[src/rtl/sd_sector_arbiter_pkg.sv]
// Shared constants for the SD sector arbiter: FSM encoding, bus widths and
// width helpers for the round-robin pointer and the issue timeout counter.
package sd_arb_pkg;

    localparam logic [1:0] ST_IDLE     = 2'd0;
    localparam logic [1:0] ST_ISSUE    = 2'd1;
    localparam logic [1:0] ST_XFER     = 2'd2;
    localparam logic [1:0] ST_COMPLETE = 2'd3;

    localparam int SECTOR_W = 32;
    localparam int ADDR_W   = 9;
    localparam int BYTE_W   = 8;

    // One extra bit so the terminal count ISSUE_TMO-1 always fits.
    function automatic int tmo_cnt_w(input int tmo);
        return $clog2(tmo) + 1;
    endfunction

    function automatic int ptr_w(input int n);
        return (n > 1) ? $clog2(n) : 1;
    endfunction

endpackage

[src/rtl/sd_sector_arbiter_if.sv]
// Engine-side bus of the arbiter: start/busy/done handshake, sector number
// and the byte stream of the sd_rw sector engine.
interface sd_sector_arbiter_if;
    import sd_arb_pkg::*;

    logic                  sd_rstart;
    logic                  sd_wstart;
    logic [SECTOR_W-1:0]   sd_sector;
    logic                  sd_rbusy;
    logic                  sd_rdone;
    logic                  sd_outen;
    logic                  sd_inen;
    logic [ADDR_W-1:0]     sd_outaddr;
    logic [BYTE_W-1:0]     sd_outbyte;
    logic [BYTE_W-1:0]     sd_inbyte;

    modport master (
        output sd_rstart, sd_wstart, sd_sector, sd_inbyte,
        input  sd_rbusy, sd_rdone, sd_outen, sd_inen, sd_outaddr, sd_outbyte
    );

    modport slave (
        input  sd_rstart, sd_wstart, sd_sector, sd_inbyte,
        output sd_rbusy, sd_rdone, sd_outen, sd_inen, sd_outaddr, sd_outbyte
    );

endinterface

[src/rtl/sd_sector_arbiter_rr_pick.sv]
// Combinational round-robin picker: first pending requester at or after ptr,
// wrapping modulo NREQ.
module sd_rr_pick
    import sd_arb_pkg::*;
#(
    parameter int NREQ  = 3,
    parameter int PTR_W = ptr_w(NREQ)
) (
    input  logic [NREQ-1:0]  pending,
    input  logic [PTR_W-1:0] ptr,
    output logic             valid,
    output logic [NREQ-1:0]  grant_oh,
    output logic [PTR_W-1:0] grant_idx
);

    logic [PTR_W:0]   sum;
    logic [PTR_W-1:0] idx;

    always_comb begin
        valid     = 1'b0;
        grant_idx = '0;
        grant_oh  = '0;
        sum       = '0;
        idx       = '0;
        for (int k = 0; k < NREQ; k++) begin
            sum = {1'b0, ptr} + (PTR_W+1)'(k);
            if (sum >= (PTR_W+1)'(NREQ)) begin
                sum = sum - (PTR_W+1)'(NREQ);
            end
            idx = sum[PTR_W-1:0];
            if (!valid && pending[idx]) begin
                valid     = 1'b1;
                grant_idx = idx;
            end
        end
        if (valid) begin
            grant_oh[grant_idx] = 1'b1;
        end
    end

endmodule

[src/rtl/sd_sector_arbiter.sv]
// Shares one SD sector engine between NREQ requesters: latches requests,
// grants them round-robin, runs the start/busy/done handshake, steers bytes.
module sd_sector_arbiter
    import sd_arb_pkg::*;
#(
    parameter int NREQ      = 3,
    parameter int ISSUE_TMO = 4096
) (
    input  logic                     clk,
    input  logic                     rstn,
    input  logic [NREQ-1:0]          req_rd,
    input  logic [NREQ-1:0]          req_wr,
    input  logic [SECTOR_W*NREQ-1:0] req_sector,
    output logic [NREQ-1:0]          req_pending,
    output logic [NREQ-1:0]          req_active,
    output logic [NREQ-1:0]          req_done,
    output logic [NREQ-1:0]          req_err,
    output logic [NREQ-1:0]          req_outen,
    output logic [NREQ-1:0]          req_inen,
    output logic [ADDR_W-1:0]        req_addr,
    output logic [BYTE_W-1:0]        req_outbyte,
    input  logic [BYTE_W*NREQ-1:0]   req_inbyte,
    sd_sector_arbiter_if.master      sd_bus
);

    localparam int PTR_W = ptr_w(NREQ);
    localparam int TMO_W = tmo_cnt_w(ISSUE_TMO);

    logic [1:0]          state;
    logic [NREQ-1:0]     pending;
    logic [NREQ-1:0]     dir_wr;
    logic [SECTOR_W-1:0] sector_mem [NREQ];
    logic [NREQ-1:0]     active;
    logic [PTR_W-1:0]    gidx;
    logic [PTR_W-1:0]    ptr;
    logic                wr_cur;
    logic                done_seen;
    logic [TMO_W-1:0]    tmo_cnt;
    logic [SECTOR_W-1:0] sector_q;

    logic                pick_valid;
    logic [NREQ-1:0]     pick_oh;
    logic [PTR_W-1:0]    pick_idx;
    logic [NREQ-1:0]     accept;
    logic                in_complete;

    sd_rr_pick #(
        .NREQ  (NREQ),
        .PTR_W (PTR_W)
    ) u_pick (
        .pending   (pending),
        .ptr       (ptr),
        .valid     (pick_valid),
        .grant_oh  (pick_oh),
        .grant_idx (pick_idx)
    );

    assign in_complete = (state == ST_COMPLETE);

    // A request in the completion cycle of the same requester is a new one.
    assign accept = (req_rd | req_wr) & (~pending | req_done);

    always_ff @(posedge clk or negedge rstn) begin
        if (!rstn) begin
            pending <= '0;
            dir_wr  <= '0;
        end else begin
            for (int i = 0; i < NREQ; i++) begin
                if (accept[i]) begin
                    pending[i] <= 1'b1;
                    dir_wr[i]  <= req_wr[i] & ~req_rd[i];
                end else if (req_done[i]) begin
                    pending[i] <= 1'b0;
                end
            end
        end
    end

    always_ff @(posedge clk) begin
        for (int i = 0; i < NREQ; i++) begin
            if (accept[i]) begin
                sector_mem[i] <= req_sector[SECTOR_W*i +: SECTOR_W];
            end
        end
    end

    always_ff @(posedge clk or negedge rstn) begin
        if (!rstn) begin
            state     <= ST_IDLE;
            active    <= '0;
            gidx      <= '0;
            ptr       <= '0;
            wr_cur    <= 1'b0;
            done_seen <= 1'b0;
            tmo_cnt   <= '0;
            sector_q  <= '0;
        end else begin
            case (state)
                ST_IDLE: begin
                    // rbusy low in IDLE means the card is initialised and ready
                    if (!sd_bus.sd_rbusy && pick_valid) begin
                        active    <= pick_oh;
                        gidx      <= pick_idx;
                        wr_cur    <= dir_wr[pick_idx];
                        sector_q  <= sector_mem[pick_idx];
                        tmo_cnt   <= '0;
                        done_seen <= 1'b0;
                        state     <= ST_ISSUE;
                    end
                end
                ST_ISSUE: begin
                    if (sd_bus.sd_rbusy) begin
                        done_seen <= 1'b0;
                        state     <= ST_XFER;
                    end else if (tmo_cnt == TMO_W'(ISSUE_TMO - 1)) begin
                        state <= ST_COMPLETE;
                    end else begin
                        tmo_cnt <= tmo_cnt + 1'b1;
                    end
                end
                ST_XFER: begin
                    if (sd_bus.sd_rdone) begin
                        done_seen <= 1'b1;
                    end
                    if (!sd_bus.sd_rbusy) begin
                        state <= ST_COMPLETE;
                    end
                end
                default: begin
                    active <= '0;
                    ptr    <= (gidx == PTR_W'(NREQ - 1)) ? '0 : gidx + 1'b1;
                    state  <= ST_IDLE;
                end
            endcase
        end
    end

    assign req_pending = pending;
    assign req_active  = active;
    assign req_done    = in_complete ? active : '0;
    // Engine write timeouts return to ready without rdone, hence ~done_seen.
    assign req_err     = (in_complete && !done_seen) ? active : '0;

    assign sd_bus.sd_rstart = (state == ST_ISSUE) && !wr_cur;
    assign sd_bus.sd_wstart = (state == ST_ISSUE) && wr_cur;
    assign sd_bus.sd_sector = sector_q;

    assign req_outen   = sd_bus.sd_outen ? active : '0;
    assign req_inen    = sd_bus.sd_inen  ? active : '0;
    assign req_addr    = sd_bus.sd_outaddr;
    assign req_outbyte = sd_bus.sd_outbyte;
    assign sd_bus.sd_inbyte = (|active) ? req_inbyte[BYTE_W*gidx +: BYTE_W] : '0;

endmodule

[src/flat_wrapper.sv]
// flat-port wrapper written by rule: the top's interface ports become plain ports
module sd_sector_arbiter_flat import sd_arb_pkg::*;
#(
    parameter int NREQ      = 3,
    parameter int ISSUE_TMO = 4096
)
  (clk, rstn, req_rd, req_wr, req_sector, req_pending, req_active, req_done, req_err, req_outen, req_inen, req_addr, req_outbyte, req_inbyte, sd_bus_sd_rstart, sd_bus_sd_wstart, sd_bus_sd_sector, sd_bus_sd_inbyte, sd_bus_sd_rbusy, sd_bus_sd_rdone, sd_bus_sd_outen, sd_bus_sd_inen, sd_bus_sd_outaddr, sd_bus_sd_outbyte);
  sd_sector_arbiter_if sd_bus_i ();
  input  logic clk;
  input  logic rstn;
  input  logic [NREQ-1:0] req_rd;
  input  logic [NREQ-1:0] req_wr;
  input  logic [SECTOR_W*NREQ-1:0] req_sector;
  output logic [NREQ-1:0] req_pending;
  output logic [NREQ-1:0] req_active;
  output logic [NREQ-1:0] req_done;
  output logic [NREQ-1:0] req_err;
  output logic [NREQ-1:0] req_outen;
  output logic [NREQ-1:0] req_inen;
  output logic [ADDR_W-1:0] req_addr;
  output logic [BYTE_W-1:0] req_outbyte;
  input  logic [BYTE_W*NREQ-1:0] req_inbyte;
  output wire logic [$bits(sd_bus_i.sd_rstart)-1:0] sd_bus_sd_rstart;
  output wire logic [$bits(sd_bus_i.sd_wstart)-1:0] sd_bus_sd_wstart;
  output wire logic [$bits(sd_bus_i.sd_sector)-1:0] sd_bus_sd_sector;
  output wire logic [$bits(sd_bus_i.sd_inbyte)-1:0] sd_bus_sd_inbyte;
  input wire logic [$bits(sd_bus_i.sd_rbusy)-1:0] sd_bus_sd_rbusy;
  input wire logic [$bits(sd_bus_i.sd_rdone)-1:0] sd_bus_sd_rdone;
  input wire logic [$bits(sd_bus_i.sd_outen)-1:0] sd_bus_sd_outen;
  input wire logic [$bits(sd_bus_i.sd_inen)-1:0] sd_bus_sd_inen;
  input wire logic [$bits(sd_bus_i.sd_outaddr)-1:0] sd_bus_sd_outaddr;
  input wire logic [$bits(sd_bus_i.sd_outbyte)-1:0] sd_bus_sd_outbyte;
  assign sd_bus_sd_rstart = sd_bus_i.sd_rstart;
  assign sd_bus_sd_wstart = sd_bus_i.sd_wstart;
  assign sd_bus_sd_sector = sd_bus_i.sd_sector;
  assign sd_bus_sd_inbyte = sd_bus_i.sd_inbyte;
  assign sd_bus_i.sd_rbusy = sd_bus_sd_rbusy;
  assign sd_bus_i.sd_rdone = sd_bus_sd_rdone;
  assign sd_bus_i.sd_outen = sd_bus_sd_outen;
  assign sd_bus_i.sd_inen = sd_bus_sd_inen;
  assign sd_bus_i.sd_outaddr = sd_bus_sd_outaddr;
  assign sd_bus_i.sd_outbyte = sd_bus_sd_outbyte;
  sd_sector_arbiter #(.NREQ(NREQ), .ISSUE_TMO(ISSUE_TMO)) u_core (.clk(clk), .rstn(rstn), .req_rd(req_rd), .req_wr(req_wr), .req_sector(req_sector), .req_pending(req_pending), .req_active(req_active), .req_done(req_done), .req_err(req_err), .req_outen(req_outen), .req_inen(req_inen), .req_addr(req_addr), .req_outbyte(req_outbyte), .req_inbyte(req_inbyte), .sd_bus(sd_bus_i));
endmodule
[config.mk]
export PLATFORM = sky130hd
export DESIGN_NAME = sd_sector_arbiter_flat
export DESIGN_NICKNAME = d
export VERILOG_FILES = /design/src/rtl/sd_sector_arbiter_pkg.sv /design/src/rtl/sd_sector_arbiter_if.sv /design/src/rtl/sd_sector_arbiter_rr_pick.sv /design/src/rtl/sd_sector_arbiter.sv /design/src/flat_wrapper.sv
export SDC_FILE = /design/constraint.sdc
export NUM_CORES = 1
export LEC_CHECK = 0
export CAP_MARGIN = 40
export CELL_PAD_IN_SITES_DETAIL_PLACEMENT = 0
export CELL_PAD_IN_SITES_GLOBAL_PLACEMENT = 2
export CORE_MARGIN = 4
export CORE_UTILIZATION = 25
export DETAILED_ROUTE_END_ITERATION = 12
export PLACE_DENSITY = 0.76
export SLEW_MARGIN = 20
export SYNTH_ARGS = -nofsm -noshare
export SYNTH_HDL_FRONTEND = slang
export SYNTH_SLANG_ARGS = --single-unit
[constraint.sdc]
create_clock -name clk -period 4.05 [get_ports clk]
set_input_delay 0.81 -clock clk [delete_from_list [all_inputs] [get_ports clk]]
set_output_delay 0.81 -clock clk [all_outputs]
set_load 0.01 [all_outputs]
; Word level (Yosys, flattened, before mapping)
; Memories as Yosys holds them, arrays and structs flattened. A register that Yosys moved wholly into a read port is not among the register bits.
; Index checks and enable logic that the tools add are counted.
[classes]
add_sub_neg = 7
magnitude_cmp = 8
n_eq_ne = 12
shifts = 1
mux = 53
bitwise = 11
n_reduce_logical = 27
[op_table]
columns = operator, count
row1 = two-way mux 13 bit, 3
row2 = case mux 13 bit (2 select lines), 1
row3 = variable part select 24 x 6 -> 8 bit, 1
row4 = two-way mux 1 bit, 23
row5 = two-way mux 2 bit, 11
row6 = two-way mux 3 bit, 6
row7 = adder 13 x 1 -> 13 bit (second input constant), 1
row8 = equality test 13 x 12 -> 1 bit (second input constant), 1
row9 = less-than comparator 2 x 3 -> 1 bit (second input constant), 4
row10 = inequality test 2 bit (second input constant), 5
row11 = binary-select mux 1 bit (select 2 bit), 4
row12 = two-way mux 8 bit, 1
row13 = AND reduction 4 bit, 2
row14 = nonzero test 2 bit, 4
row15 = logical AND 1 bit, 7
row16 = equality test 2 bit (second input constant), 3
row17 = greater-or-equal comparator 3 x 2 -> 1 bit (second input constant), 2
row18 = zero test 1 bit, 6
row19 = bitwise OR 3 bit, 2
row20 = case mux 2 bit (3 select lines), 1
row21 = case mux 3 bit (2 select lines), 1
row22 = OR reduction 3 bit, 2
row23 = subtractor 2 bit (second input constant), 3
row24 = inverter 1 bit, 4
row25 = other kinds (18), 21
[word_totals]
ff_bits = 30
ramBits = 96
input_bits = 149
output_inout_bits = 77
n_memories = 1
[memory_table]
columns = name, words, word_bits, rd, rd_ports_with_merged_regs, write_ports, line_no
row1 = u_core.sector_mem, 3, 32, 1, 1, 3, sd_sector_arbiter.sv:32  ; logic [SECTOR_W-1:0] sector_mem [NREQ];

; Longest topological paths before layout
[depth]
depth_word = 18
ltp_mapped = 12

; Cells and area by module
; Synthesis repeated with hierarchy kept, for this count alone.
[hier_totals]
hier_cells = 578
area_unflattened_um2 = 7011.7
[modules_own_cells]
columns = module, instances, cells_per_inst, area_each_um2, seq_area_each_um2
row1 = sd_sector_arbiter, 1, 537, 6703.9, 4434.3
row2 = sd_rr_pick, 1, 41, 307.8, 0.0

; Worst setup path before layout
; No wires, ideal clock.
[synth_path]
path_kind = register -> register
startpoint = reg u_core.state[0]
endpoint = mem u_core.sector_mem[1][0], enable pin
setup_ps = 432
t_arrival_ps = 2487
required_time_ps = 3618
path_slack_ps = 1131
stages_incl_launch_ff = 5
n_path_buf = 1
synth_period_minus_slack_ps = 2919
path_cell_list = dfrtp_1 ha_1 clkbuf_1 nand2_1 a21oi_1
[synth_lines]
columns = element, line_no
row1 = start: declaration, sd_sector_arbiter.sv:29  ; logic [1:0] state;
row2 = start signal: assignment, sd_sector_arbiter.sv:89  ; state <= ST_IDLE;
row3 = start signal: assignment, sd_sector_arbiter.sv:108  ; state <= ST_ISSUE;
row4 = start signal: assignment, sd_sector_arbiter.sv:114  ; state <= ST_XFER;
row5 = end: declaration, sd_sector_arbiter.sv:32

; Final worst setup path
[layout_path]
startpoint = reg u_core.gidx[1]
endpoint = out sd_bus_sd_inbyte[2]
[layout_via]
elab_chain_cells = 2
[layout_lines]
columns = element, line_no
row1 = start: declaration, sd_sector_arbiter.sv:34  ; logic [PTR_W-1:0] gidx;
row2 = start signal: assignment, sd_sector_arbiter.sv:103  ; gidx <= pick_idx;
row3 = variable part select 24 x 6 -> 8 bit, sd_sector_arbiter.sv:152  ; assign sd_bus.sd_inbyte = (|active) ? req_inbyte[BYTE_W*gidx +: BYTE_W] : '0;
row4 = two-way mux 8 bit, sd_sector_arbiter.sv:152
row5 = end: declaration, flat_wrapper.sv:26  ; output wire logic [$bits(sd_bus_i.sd_inbyte)-1:0] sd_bus_sd_inbyte;
; Every way passes these cells.

==> metrics.json <==
{
  "ys.warnings.count": 0,
  "finalPower_uw": 6010,
  "postSynth.topFlopCell": "sky130_fd_sc_hd__edfxtp_1",
  "cts_num_sinks": 158,
  "routed-via-count": 4716,
  "cts.root.buffer_cell": "sky130_fd_sc_hd__clkbuf_16",
  "drt-total-wl_mm": 19.2,
  "finalCriticalPeriod_ps": 3250,
  "maximum_level_of_the_cts_h_tree": 4,
  "post-route-drc-count": 0,
  "ir_worst_vdd_mv": 0.349,
  "ant_nets": 0,
  "finalMaxSlewViolations": 0,
  "1st_pass_router_iterations": 4,
  "cts_tree": "yes",
  "numCtsBuffers": 17,
  "portbufs": 191,
  "setup.worst_path.start_class": "register",
  "fmax_mhz": 308,
  "post_synthesis_compound_gate_area_fraction_pct": 13.4,
  "initial_utilization_pct": 25.3,
  "critical_path_required_ps": 3240,
  "synth_simple_gate_area_share_pct": 7.32,
  "setup-tns-final_ps": 0,
  "place_congestion": 0.765,
  "critPathMaxFanout": 11,
  "ctsResizeCount": 0,
  "core_mm2": 0.0268,
  "clk_transition_reported_paths_ps": 70,
  "grt_setup_unrepaired": "no",
  "timing_worst_slew_pin_value_ps": 690,
  "library_cells_used_by_synthesis": 50,
  "grt_remaining_overflow": 0,
  "clock_skew_ps": 12.5,
  "synthesis.area_mm2": 0.00678,
  "arrival_ps": 2440,
  "final_hold_viol_count": 0,
  "die_w_um": 173,
  "synth_fa_ha_area_share_pct": 1.66,
  "layout.cells.most_common_list": "sky130_fd_sc_hd__clkdlybuf4s50_1, sky130_fd_sc_hd__edfxtp_1, sky130_fd_sc_hd__dfrtp_1",
  "drt-wirelength-per-cell_um": 18.3,
  "dieHeight_um": 173,
  "final_min_period_over_clock_period_pct": 80.1,
  "asyncSetResetFlopFracSynth_pct": 39.2,
  "ys_seq_area_share_pct": 65.4,
  "antennaDiodeCount": 0,
  "ys_ff_latch": 158,
  "ctsHoldBuffers": 0,
  "hpwl_reported_at_the_end_of_detailed_placement_mm": 13.4,
  "first_global_vias": 4919,
  "grt_usage_pct": 12.8,
  "synth.mux.area_fraction_pct": 7.29,
  "class_of_the_worst_hold_path": "in -> async",
  "grt_pass1_wl_mm": 29.6,
  "yosys.area_share.xor_xnor_pct": 0,
  "postSynthAreaPerCell_um2": 13.3,
  "power_density_mw_per_mm2": 628,
  "synth_enable_flop_cells": 96,
  "cap_violations": 0,
  "fp.dieArea_mm2": 0.0298,
  "ioPinCount": 226,
  "final_layout_size_suffix_gt1_share_pct": 7.53,
  "synthesis.nets": 669,
  "setup.worst_path.end_class": "output pin",
  "antenna_found_initial": 1,
  "status": "finished, final reports clean",
  "nNetsFinal": 849,
  "buffers_inserted_during_post_cts_setup_optimization": 0,
  "slew_headroom_pct": 54.0,
  "power_leakage_uw": 0.00357,
  "final_common_cell": "sky130_fd_sc_hd__clkdlybuf4s50_1",
  "number_of_setup_violations_in_the_final_report": 0,
  "worstSkewPairLatency_ps": 420,
  "cts_buffer_depth": 2,
  "grt_start_max_net_pins": 39,
  "syn-instance-count": 511,
  "dominant_combinational_cell_family_by_area_after_synthesis": "compound AO/OA/AOI/OAI gates",
  "violation_count_after_the_first_detailed_route_iteration": 202,
  "syn2layout_area_growth_pct": 41.1,
  "via_per_inst": 4.51,
  "placementRows": 60,
  "timing.setup.critical_path_class": "reg -> out"
}
[metrics by stage]
stage	hold WS, ps	instances	cell area, um2	utilization, %	setup slack, ps
after detailed placement	471	1013	8970	33.5	1070
after global routing	318	1045	9570	35.7	571
after CTS	310	1045	9570	35.7	751
after floorplan	455	511	6780	-	1130
final	310	1045	9570	35.7	804
after global placement	461	1011	8940	33.4	1060
[power by group]
part | switching, uW | internal (uW) | total [uW]
combinational | 1150 | 1050 | 2200
clock | 702 | 905 | 1610
sequential | 195 | 2010 | 2200
total | 2040 | 3960 | 6010
[worst max-delay path, cell delays in order, from the launching register on]
cell and delay, ps:
sky130_fd_sc_hd__dfrtp_1 570, sky130_fd_sc_hd__nor2b_1 630, sky130_fd_sc_hd__a21oi_1 150, sky130_fd_sc_hd__nor2_1 110
sky130_fd_sc_hd__clkdlybuf4s50_1 560
[layout make-up]
cell class	count	area, um2
clock buffer	19	453
sequential	158	4430
fill	2625	17200
inverter	14	52.6
tap	341	427
timing repair buffer	201	2000
clock inverter	13	144
multi-input combinational	299	2060
[sequential cells by signal, indices dropped and copies added (netlist names)]
register and cells:
u_core.dir_wr 3, u_core.done_seen 1, u_core.gidx 2, u_core.ptr 2, u_core.req_active 3, u_core.req_pending 3
u_core.sd_bus.sd_sector 32, u_core.sector_mem 96, u_core.state 2, u_core.tmo_cnt 13, u_core.wr_cur 1
[synthesized netlist by cell type (all sizes together) (2+ instances only)]
cell    instances  share of area (%)
o41ai           5                1.0
nor3            5               0.37
buf            34                3.9
nor2           33                1.8
ha              9                1.7
nand4           3               0.28
nand2b          3               0.28
o22ai           2               0.18
edfxtp         96                 43
nand3b          2               0.22
a21boi          2               0.22
nor2b          10               0.92
nand2          28                1.5
o21ai          50                3.7
a21oi          20                1.6
a31oi           3               0.28
mux2i          46                6.8
a32oi           2               0.26
and2            9               0.83
clkbuf          6               0.33
nand3           6               0.44
inv            14               0.77
o21a            5               0.55
dfrtp          62                 23
a22oi          33                3.7
o31ai           3               0.33
mux2            3               0.50
or3             2               0.18
o311ai          2               0.26
[cell families after synthesis]
family          after synthesis
flops                       158
compound gates              136
simple gates                105
buf+inv                      54
mux                          49
fa+ha+maj                     9
[metal layers]
layer	GRT usage, %	wire [um]	vias to the layer above
li1	-	-	2255
met3	4.39	1350	20
met4	4.46	444	0
met5	0	0	-
met2	21.0	9200	155
met1	15.7	8170	2286
[final timing paths]
kind                                                to  slack, ps                     start  depth (start not counted)
setup / recovery                   sd_bus_sd_inbyte[2]        800            u_core.gidx[1]                          4
hold / removal             u_core.sd_bus.sd_sector[21]        310                      rstn                          1
setup reg to reg           u_core.sd_bus.sd_sector[17]       1160             u_core.ptr[0]                          8
hold reg to reg            u_core.sd_bus.sd_sector[29]        470  u_core.sector_mem[2][29]                          2
max in group asynchronous   u_core.sd_bus.sd_sector[7]       3180                      rstn                          2
min in group clk           u_core.sd_bus.sd_sector[29]        470  u_core.sector_mem[2][29]                          2
Note: power is estimated with default switching activity, not from simulation.
